File: src/rtl/morse_receiver.sv
// Morse frame receiver: samples key_in mid-symbol, captures 13 symbols, decodes against an 8-letter table.
// Latency: valid/error/letter/pattern update TICK/2 + 12*TICK + 1 cycles after the accepted rising edge.
// No backpressure: valid/error are single-cycle pulses; a new frame can start on the first IDLE cycle after DONE.
module morse_receiver #(
    parameter int TICK = 25000000
) (
    input  logic        clock,
    input  logic        resetn,
    input  logic        key_in,
    output logic [2:0]  letter,
    output logic        valid,
    output logic        error,
    output logic        busy,
    output logic [12:0] pattern
);

    localparam int TW = $clog2(TICK);
    localparam logic [TW-1:0] HALF_LOAD = TW'(TICK / 2 - 1);
    localparam logic [TW-1:0] FULL_LOAD = TW'(TICK - 1);

    typedef enum logic [1:0] {
        IDLE,
        CAPTURE,
        DONE
    } state_t;

    state_t        state;
    state_t        state_nxt;
    logic          key_m;
    logic          key_s;
    logic          key_p;
    logic [TW-1:0] timer;
    logic [3:0]    bit_cnt;
    logic [12:0]   sr;
    logic          rise;
    logic          sample;
    logic          hit;
    logic [2:0]    hit_idx;

    // Letter table, MSB = first symbol.
    function automatic logic [12:0] table_entry(input logic [2:0] idx);
        case (idx)
            3'd0:    table_entry = 13'b1010000000000;
            3'd1:    table_entry = 13'b1011101110111;
            3'd2:    table_entry = 13'b1110101110000;
            3'd3:    table_entry = 13'b1011101010000;
            3'd4:    table_entry = 13'b1110111000000;
            3'd5:    table_entry = 13'b1110100000000;
            3'd6:    table_entry = 13'b1110111011100;
            default: table_entry = 13'b1011101110100;
        endcase
    endfunction

    assign rise   = key_s & ~key_p;
    assign sample = (state == CAPTURE) && (timer == '0);
    assign busy   = (state != IDLE);

    // Synchronizer and edge-detect delay; reset high so a line already high at release is not an edge.
    always_ff @(posedge clock or negedge resetn) begin
        if (!resetn) begin
            key_m <= 1'b1;
            key_s <= 1'b1;
            key_p <= 1'b1;
        end else begin
            key_m <= key_in;
            key_s <= key_m;
            key_p <= key_s;
        end
    end

    // State register.
    always_ff @(posedge clock or negedge resetn) begin
        if (!resetn) begin
            state <= IDLE;
        end else begin
            state <= state_nxt;
        end
    end

    // Next-state logic: edges only matter in IDLE; DONE is a single decode cycle.
    always_comb begin
        state_nxt = state;
        case (state)
            IDLE: begin
                if (rise) begin
                    state_nxt = CAPTURE;
                end
            end
            CAPTURE: begin
                if (sample && (bit_cnt == 4'd12)) begin
                    state_nxt = DONE;
                end
            end
            DONE: begin
                state_nxt = IDLE;
            end
            default: begin
                state_nxt = IDLE;
            end
        endcase
    end

    // Symbol timer, bit counter and shift register; first sample lands half a symbol after the edge.
    always_ff @(posedge clock or negedge resetn) begin
        if (!resetn) begin
            timer   <= '0;
            bit_cnt <= '0;
            sr      <= '0;
        end else if ((state == IDLE) && rise) begin
            timer   <= HALF_LOAD;
            bit_cnt <= '0;
        end else if (state == CAPTURE) begin
            if (timer == '0) begin
                sr      <= {sr[11:0], key_s};
                bit_cnt <= bit_cnt + 4'd1;
                timer   <= FULL_LOAD;
            end else begin
                timer <= timer - TW'(1);
            end
        end
    end

    // Table match; entries are distinct so at most one hits.
    always_comb begin
        hit     = 1'b0;
        hit_idx = '0;
        for (int i = 0; i < 8; i++) begin
            if (!hit && (sr == table_entry(3'(i)))) begin
                hit     = 1'b1;
                hit_idx = 3'(i);
            end
        end
    end

    // Registered results: pulses last one cycle, letter holds until the next successful decode.
    always_ff @(posedge clock or negedge resetn) begin
        if (!resetn) begin
            letter  <= '0;
            valid   <= 1'b0;
            error   <= 1'b0;
            pattern <= '0;
        end else begin
            valid <= 1'b0;
            error <= 1'b0;
            if (state == DONE) begin
                pattern <= sr;
                if (hit) begin
                    letter <= hit_idx;
                    valid  <= 1'b1;
                end else begin
                    error <= 1'b1;
                end
            end
        end
    end

endmodule
File: config.mk
export PLATFORM = sky130hd
export DESIGN_NAME = morse_receiver
export DESIGN_NICKNAME = d
export VERILOG_FILES = /design/src/rtl/morse_receiver.sv
export SDC_FILE = /design/constraint.sdc
export NUM_CORES = 1
export LEC_CHECK = 0
export ABC_AREA = 1
export BUFFER_PORTS_ARGS = -buffer_cell sky130_fd_sc_hd__buf_2
export CAP_MARGIN = 40
export CORE_MARGIN = 1
export CORE_UTILIZATION = 39
export DETAILED_ROUTE_END_ITERATION = 6
export PLACE_DENSITY = 0.64
export SLEW_MARGIN = 20
export SYNTH_ARGS = -nofsm -noshare
export SYNTH_HDL_FRONTEND = slang
export SYNTH_SLANG_ARGS = --single-unit
File: constraint.sdc
create_clock -name clock -period 4.3 [get_ports clock]
set_input_delay 1.29 -clock clock [delete_from_list [all_inputs] [get_ports clock]]
set_output_delay 1.29 -clock clock [all_outputs]
set_load 0.02 [all_outputs]
==> results by group, run 1 <==
Run status
  – Status: complete, no violations

Clock network
  – CTS resizes: 0
  – Clk slew on worst S/H paths: 70 ps
  – Post-CTS Setup Inserts: 0
  – Worst-Skew Late Latency: 350 ps
  – # hold bufs at CTS: 0
  – CTS tree: done
  – H-tree depth: 3
  – Total CTS buffers: 9
  – Clock Path Buffers: 2
  – Clock Tree Root: clkbuf_8
  – Sink Count: 65

Final layout
  – Ant diodes: 0
  – Layout cell share with drive strength beyond 1: 19.7%
  – Area Growth Syn to Fin: 13.0%
  – Most common cell after layout, fill and taps aside: nand2_1
  – Final Non-Filler Cells: 552
  – Final-stage net count: 449
  – Most frequent cells in the layout: 90 x nand2_1, 62 x dfrtp_1, 50 x nor2_1
  – Final Util: 46.0%

Route
  – Final wirelength: 6.84 mm
  – DR vias/cell: 4.94
  – DRT antenna net count: 0
  – Via count: 2,725
  – First-pass DRT Iterations: 4
  – Per-cell routed wire length: 12.4 µm
  – DRC: 0
  – Drt initial violations: 125

Floorplanning
  – I/O pin cnt: 22
  – Initial core utilization: 40.8%
  – Core area: 8300 µm²
  – Die Area: 9050 µm²
  – DIE HEIGHT: 95.1 µm
  – Num rows: 33
  – Die width: 95.1 µm

Place
  – Pre-CTS setup slack: 2310 ps
  – IO buf count: 21
  – Dpl hpwl: 4.95 mm
  – Placed insts: 536
  – Routability cong.: 0.848

Global route
  – Largest net degree at the start of global routing: 32
  – Vias in the first global route: 2,665
  – GR Util All Layers: 17.3%
  – Initial antenna violation count: 0
  – Total grt overflow: 0
  – First-pass GRT wire length: 12.0 mm

Yosys
  – Seq/Total Area, Yosys: 48.2%
  – Mapped Avg Cell Area: 8.17 µm²
  – Post-Syn Area: 3380 µm²
  – Ys Warns: 0
  – Synth Net Count: 421
  – Asr flop ratio synth: 100%
  – Post-synth EDFFs: 0
  – Top cells by area, synth: dfrtp_1 46%, nand2_1 10%, nor2_1 5.5%
  – Synth unique cells: 38
  – Top-area cell type share of the netlist area: 45.9%
  – Synth area leader: dfrtp_1
  – Yosys reg bits: 65
  – Cell count after synthesis: 414
  – Synth Flop Type: dfrtp_1

Power
  – Maximum vdd drop: 304 µV
  – Pleak: 1.80 nW
  – Pwr/cell area: 445 nW/µm²

Worst setup path
  – Crit Path Category: register to output pin
  – Crit path DAT: 1060 ps
  – Req. time, crit path: 3010 ps
  – Setup crit end kind: output pin
  – Crit path max fanout: 3
  – Crit start category: register

Timing
  – Fin crit share: 54.7%
  – Total Neg Setup Slack: 0 ps
  – Clock Skew: 13.6 ps
  – Achievable clock frequency: 0.426 GHz
  – Max-slew violations: 0
  – Number of setup violations in the final report: 0
  – Post-route setup slack: 1950 ps
  – RSZ-0062 raised after global routing: no
  – Final min period: 2350 ps
  – Hold Vio Cnt, Final: 0
  – Slew of the pin with the lowest slew margin: 711 ps
  – Rel. slew slack: 52.5%

Run
  – Max-Cap Viols: 0

Worst hold path
  – Hold Crit Class: register to register
worst max-delay path: stages (launching register included):
cell and delay (ps):
dfrtp_1 410, inv_1 100, nand2_1 60, buf_2 150
cells in the mapped netlist (all sizes together), types with 3 or more instances:
| library cell | count |
|---|---|
| nand3 | 33 |
| dfstp | 3 |
| inv | 56 |
| o211ai | 4 |
| dfrtp | 62 |
| nand2 | 99 |
| a21oi | 8 |
| a31oi | 3 |
| nand4 | 7 |
| ha | 4 |
| nor3 | 9 |
| clkbuf | 3 |
| xor2 | 6 |
| nor2 | 63 |
| buf | 4 |
| o21ai | 38 |
path summary, 6_finish.rpt:
path	to	slack, ps	start	cells after the start
worst min register to register	key_s$_DFF_PN1_	350	key_m$_DFF_PN1_	0
max in group asynchronous	timer[13]$_DFFE_PN0P_	2760	resetn	3
worst max register to register	timer[9]$_DFFE_PN0P_	2290	key_s$_DFF_PN1_	8
worst min-delay path	key_s$_DFF_PN1_	350	key_m$_DFF_PN1_	0
min in group asynchronous	pattern[8]$_DFFE_PN0P_	830	resetn	1
worst max-delay path	busy	1950	state[1]$_DFFE_PN0P_	3
state kept, by name (all words and copies together) (netlist names):
signal / flops
timer: 25
pattern: 13
sr: 13
bit_cnt: 4
letter: 3
state: 2
error: 1
key_m: 1
key_p: 1
key_s: 1
valid: 1
layout make-up:
type	instances	area [µm²]
Multi-Input combinational cell	286	1500
Tap cell	105	131
Clock inverter	6	67.6
Fill cell	822	4480
Clock buffer	10	138
Timing Repair Buffer	24	140
Sequential cell	65	1630
Inverter	56	210
cells by family after synthesis:
| family | Yosys count | share of synthesized area [%] |
|---|---|---|
| buffers and inverters | 63 | 7.32 |
| xor gates and xnor gates | 6 | 1.55 |
| AOI/OAI and AO/OA | 62 | 10.6 |
| DFF | 65 | 48.2 |
| adders and majority gates | 4 | 1.48 |
| and+or+nand+nor | 214 | 30.8 |
layer usage:
metal	global-route usage, %	share of wire [%]	up-vias
li1	-	-	1395
met1	21.3	45	1270
met2	29.2	49	46
met3	4.78	4.1	14
met4	5.30	1.5	0
met5	0	0	-
power by group:
| group | switching, mW | internal [mW] | leakage [nW] |
|---|---|---|---|
| clock network | 0.243 | 0.284 | 0.0985 |
| logic | 0.265 | 0.136 | 0.865 |
| registers | 0.0776 | 0.694 | 0.838 |
stage by stage:
step	hold slack (ps)	area, µm²	total power, mW
final	354	3820	1.70
after global routing	359	3820	1.81
after global placement	346	3600	1.17
after floorplan	345	3380	1.09
after CTS	355	3820	1.72
after detailed placement	348	3620	1.18
No activity file was read; power rests on OpenSTA's default activity.
==> run 2: changes to the inputs <==
- PLACE_DENSITY: 0.64 -> 0.66
- clock period: 4.3 -> 2 ns (I/O delays scaled with it)
==> run 2 against run 1 <==
Against the previous run:
- worst setup slack got worse by 1800 ps
- clock skew decreased by 4.1 ps
- clock power increased by 120%
- non-clock buffer count increased by 4
- global-route usage increased by 0.61 points
- largest power group unchanged
- sequential power increased by 120%
- utilization increased by 0.56 points
- final cell count increased by 0.72%
- hold slack got worse by 110 ps
- final area increased by 1.2%
- critical path depth increased by 9
- first-iteration DRC count increased by 47%
==> results by group, run 2 (synthesis gave the netlist of run 1 again) <==
Run status
  – Status: complete, no violations

Final layout
  – Top flop regs: timer: 25 flops, pattern: 13 flops, sr: 13 flops
  – Final Non-Filler Cells: 556
  – Reg with most FFs: timer
  – Area Growth Syn to Fin: 14.4%
  – Final Util: 46.6%
  – Cell area after layout: 3870 µm²
  – Layout cell share with drive strength beyond 1: 21.1%
  – Most common cell after layout, fill and taps aside: nand2_1
  – Ant diodes: 0
  – Final-stage net count: 453
  – Most frequent cells in the layout: 90 x nand2_1, 62 x dfrtp_1, 49 x nor2_1
  – Largest register FFs: 25

Worst setup path
  – Crit path DAT: 2060 ps
  – Crit-path cells: inv_2 -> nand2_1 -> nor2_1 -> nand2_1 -> nor2_1 -> nand2_2 -> inv_2 -> nand2_2 -> inv_1 -> nand3_1 -> nand2_1 -> nor2_1
  – Req. time, crit path: 2230 ps
  – Max incr delay on CP: 460 ps
  – Critical path depth: 12
  – Crit path max fanout: 14
  – Buffer and inverter count on the worst path: 3
  – Crit start category: register
  – Top delay family on crit path: simple AND/OR/NAND/NOR gates
  – CP max stage cell: dfrtp_1
  – Critical Path Start: timer[16]$_DFFE_PN0P_
  – Setup crit end kind: register
  – Reg-to-Reg Start: timer[16]$_DFFE_PN0P_
  – Crit Path Category: register to register
  – Worst Reg-to-Reg Cells: 12

Timing
  – Number of setup violations in the final report: 0
  – Max-slew violations: 0
  – Clock Skew: 9.54 ps
  – RSZ-0062 raised after global routing: no
  – Hold Vio Cnt, Final: 0
  – Rel. slew slack: 75.8%
  – Achievable clock frequency: 0.547 GHz
  – Hold slack: 248 ps
  – Post-route setup slack: 173 ps
  – Total Neg Setup Slack: 0 ps
  – Fin crit share: 91.4%
  – Slew of the pin with the lowest slew margin: 361 ps
  – Final min period: 1830 ps

Place
  – IO buf count: 21
  – Post-placement cell area: 3660 µm²
  – Placed insts: 540
  – Routability cong.: 0.875
  – Dpl hpwl: 5.16 mm
  – Pre-CTS setup slack: 186 ps

Route
  – DR vias/cell: 5.03
  – Via count: 2,795
  – Final wirelength: 7.13 mm
  – Drt initial violations: 184
  – Per-cell routed wire length: 12.8 µm
  – Top Layer Used: met4
  – First-pass DRT Iterations: 4
  – Wire length on met2: 3.29 mm
  – DRC: 0
  – Met3 wire length: 401 µm
  – Met1 WL: 3.34 mm
  – DRT antenna net count: 0

Clock network
  – Clk slew on worst S/H paths: 80 ps
  – Post-CTS Setup Inserts: 0
  – Clock Tree Root: clkbuf_8
  – Sink Count: 65
  – Clock Path Buffers: 2
  – Worst-Skew Late Latency: 350 ps
  – Total CTS buffers: 9
  – CTS tree: done
  – H-tree depth: 3

Floorplanning
  – DIE HEIGHT: 95.1 µm
  – Die Area: 9050 µm²
  – Num rows: 33
  – Die width: 95.1 µm
  – Initial core utilization: 40.8%
  – Core area: 8300 µm²
  – I/O pin cnt: 22

Power
  – Pleak: 1.83 nW
  – Maximum vdd drop: 631 µV
  – Pwr/cell area: 962 nW/µm²
  – Pwr Total: 3.72 mW

Worst hold path
  – Hold Crit Class: input pin to async pin

Global route
  – First-pass GRT wire length: 12.4 mm
  – Initial antenna violation count: 0
  – Vias in the first global route: 2,648
  – GR Util All Layers: 17.9%
  – Total grt overflow: 0
  – Largest net degree at the start of global routing: 66

Run
  – Max-Cap Viols: 0
## run 2: where the power goes
group	leakage [nW]	switching (mW)	internal, mW
registers	0.838	0.180	1.49
clock network	0.107	0.531	0.614
logic	0.887	0.600	0.306
total	1.83	1.31	2.41
## run 2: layer usage
layer,vias to the layer above,track usage (%)
li1,1406,-
met1,1307,22.7
met2,74,29.0
met3,8,5.58
met4,0,5.68
met5,-,0
## run 2: final cells by class
cell class	count	area, µm²
clock buffer	10	138
inverter	56	210
sequential	65	1630
timing repair buffer	28	183
tap	105	131
clock inverter	6	66.3
multi-input combinational	286	1510
fill	819	4430
## run 2: worst paths after layout
| kind | endpoint | slack, ps |
|---|---|---|
| setup / recovery | bit_cnt[2]$_DFFE_PN0P_ | 170 |
| hold / removal | pattern[9]$_DFFE_PN0P_ | 250 |
| setup reg to reg | bit_cnt[2]$_DFFE_PN0P_ | 170 |
| hold reg to reg | key_s$_DFF_PN1_ | 360 |
| max in group asynchronous | key_p$_DFF_PN1_ | 1420 |
| min in group clock | key_m$_DFF_PN1_ | 350 |
## run 2: what timing repair did
item,4_1_cts,5_1_grt
hold buffers,0,0
resized for setup,0,3
endpoints found under the setup margin,0,6
==> run 3: changes to the inputs <==
- SETUP_SLACK_MARGIN: not set -> 0.2
==> run 3 against run 2 <==
Against the previous run:
- count of clock-buffer cells in the layout stayed put
- via count up 2.8%
- hold slack hardly changed
- clock power barely moved
- non-clock buffer count up 11
- flip-flop and latch count did not move
- critical endpoint is now timer[22]$_DFFE_PN0P_
- largest cell class unchanged
==> results by group, run 3 (synthesis gave the netlist of run 1 again) <==
Route
  – DRT antenna net count: 0
  – DR vias/cell: 5.07
  – DRC: 0
  – Drt initial violations: 162
  – Final wirelength: 7.30 mm
  – First-pass DRT Iterations: 4
  – Via count: 2,873
  – Per-cell routed wire length: 12.9 µm

Worst setup path
  – Crit start category: register
  – Crit path DAT: 1980 ps
  – Crit Path Category: register to register
  – Setup crit end kind: register
  – Max incr delay on CP: 380 ps
  – Crit-path cells: inv_2 -> nand2_2 -> nor2_4 -> buf_4 -> nand3_1 -> nor2_2 -> inv_1 -> o21ai_0 -> nand3_1 -> nand2_1 -> o21ai_0
  – Buffer and inverter count on the worst path: 3
  – Req. time, crit path: 2210 ps
  – Top delay family on crit path: simple AND/OR/NAND/NOR gates
  – Crit path max fanout: 5
  – CP max stage cell: dfrtp_1

Clock network
  – Total CTS buffers: 9
  – # hold bufs at CTS: 0
  – CTS tree: done
  – Clk slew on worst S/H paths: 80 ps
  – Clock Tree Root: clkbuf_8
  – H-tree depth: 3
  – Sink Count: 65
  – Clock Path Buffers: 2
  – Worst-Skew Late Latency: 350 ps

Timing
  – RSZ-0062 raised after global routing: yes
  – Number of setup violations in the final report: 0
  – Total Neg Setup Slack: 0 ps
  – Max-slew violations: 0
  – Slew of the pin with the lowest slew margin: 343 ps
  – Final min period: 1770 ps
  – Clock Skew: 10.2 ps
  – Rel. slew slack: 77.1%
  – Hold Vio Cnt, Final: 0
  – Achievable clock frequency: 0.565 GHz
  – Fin crit share: 88.5%
  – Post-route setup slack: 229 ps

Final layout
  – Reg with most FFs: timer
  – Top flop regs: timer: 25 flops, pattern: 13 flops, sr: 13 flops
  – Filler Cell Count: 795
  – Final-stage net count: 464
  – Largest register FFs: 25
  – Layout cell share with drive strength beyond 1: 25.3%
  – Area Growth Syn to Fin: 19.1%
  – Most frequent cells in the layout: 89 x nand2_1, 59 x dfrtp_1, 45 x nor2_1
  – Most common cell after layout, fill and taps aside: nand2_1
  – Ant diodes: 0

Global route
  – Total grt overflow: 0
  – Vias in the first global route: 2,648
  – Largest net degree at the start of global routing: 66
  – First-pass GRT wire length: 12.4 mm
  – GR Util All Layers: 17.9%
  – Initial antenna violation count: 0

Floorplanning
  – Die width: 95.1 µm
  – Initial core utilization: 40.8%
  – Core area: 8300 µm²
  – Die Area: 9050 µm²
  – Num rows: 33
  – I/O pin cnt: 22
  – DIE HEIGHT: 95.1 µm

Power
  – Pwr/cell area: 945 nW/µm²
  – Maximum vdd drop: 610 µV
  – Pleak: 1.88 nW
  – Pwr Total: 3.81 mW

Place
  – Routability cong.: 0.875
  – IO buf count: 21
  – Dpl hpwl: 5.16 mm
  – Pre-CTS setup slack: 186 ps

Worst hold path
  – Hold Crit Class: input pin to async pin

Run
  – Max-Cap Viols: 0

Run status
  – Status: complete, no violations
## run 3: stage by stage
stage	util (%)	std cells	instance area, µm²	hold slack, ps
global placement	44.1	540	3660	347
detailed placement	44.1	540	3660	347
floorplan	-	414	3380	304
global route	48.5	567	4030	251
finish	48.5	567	4030	247
CTS	46.6	556	3870	261
## run 3: routing by layer
| metal | vias up | GRT usage (%) | part of all wire (%) | routed length [µm] |
|---|---|---|---|---|
| met5 | - | 0 | 0 | 0 |
| met4 | 0 | 5.68 | 1.3 | 94 |
| met3 | 8 | 5.58 | 5.3 | 384 |
| met2 | 76 | 29.0 | 47 | 3440 |
| met1 | 1357 | 22.7 | 46 | 3380 |
| li1 | 1432 | - | - | - |
## run 3: worst paths after layout
kind	startpoint	end	slack (ps)	cells past startpoint
setup / recovery	timer[9]$_DFFE_PN0P_	timer[22]$_DFFE_PN0P_	230	11
hold / removal	resetn	pattern[9]$_DFFE_PN0P_	250	2
setup reg to reg	timer[9]$_DFFE_PN0P_	timer[22]$_DFFE_PN0P_	230	11
hold reg to reg	key_m$_DFF_PN1_	key_s$_DFF_PN1_	360	0
max in group asynchronous	resetn	key_p$_DFF_PN1_	1420	2
min in group clock	key_in	key_m$_DFF_PN1_	350	1
## run 3: where the power goes
part | switching [mW] | total [mW] | internal (mW)
logic | 0.628 | 0.976 | 0.348
clock network | 0.526 | 1.14 | 0.613
registers | 0.198 | 1.69 | 1.50
## run 3: worst reg2reg max path, cell delays in order (launching register included)
cell     delay (ps)
dfrtp_1         380
inv_2            90
nand2_2         100
nor2_4          130
buf_4           150
nand3_1         120
nor2_2          170
inv_1            90
o21ai_0         160
nand3_1          90
nand2_1          70
o21ai_0         100
## run 3: layout make-up
class / instances / area [µm²] / share of cell area [%]
Clock inverter: 6 / 66.3 / 1.65
Timing Repair Buffer: 39 / 265 / 6.58
Inverter: 56 / 215 / 5.34
Multi-Input combinational cell: 286 / 1580 / 39.2
Clock buffer: 10 / 138 / 3.42
Tap cell: 105 / 131 / 3.26
Sequential cell: 65 / 1630 / 40.6
## run 3: what timing repair did
item | CTS | global route
buffers inserted | 0 | 11
resized for setup | 2 | 22
endpoints found under the setup margin | 11 | 24
pin swaps | 0 | 5
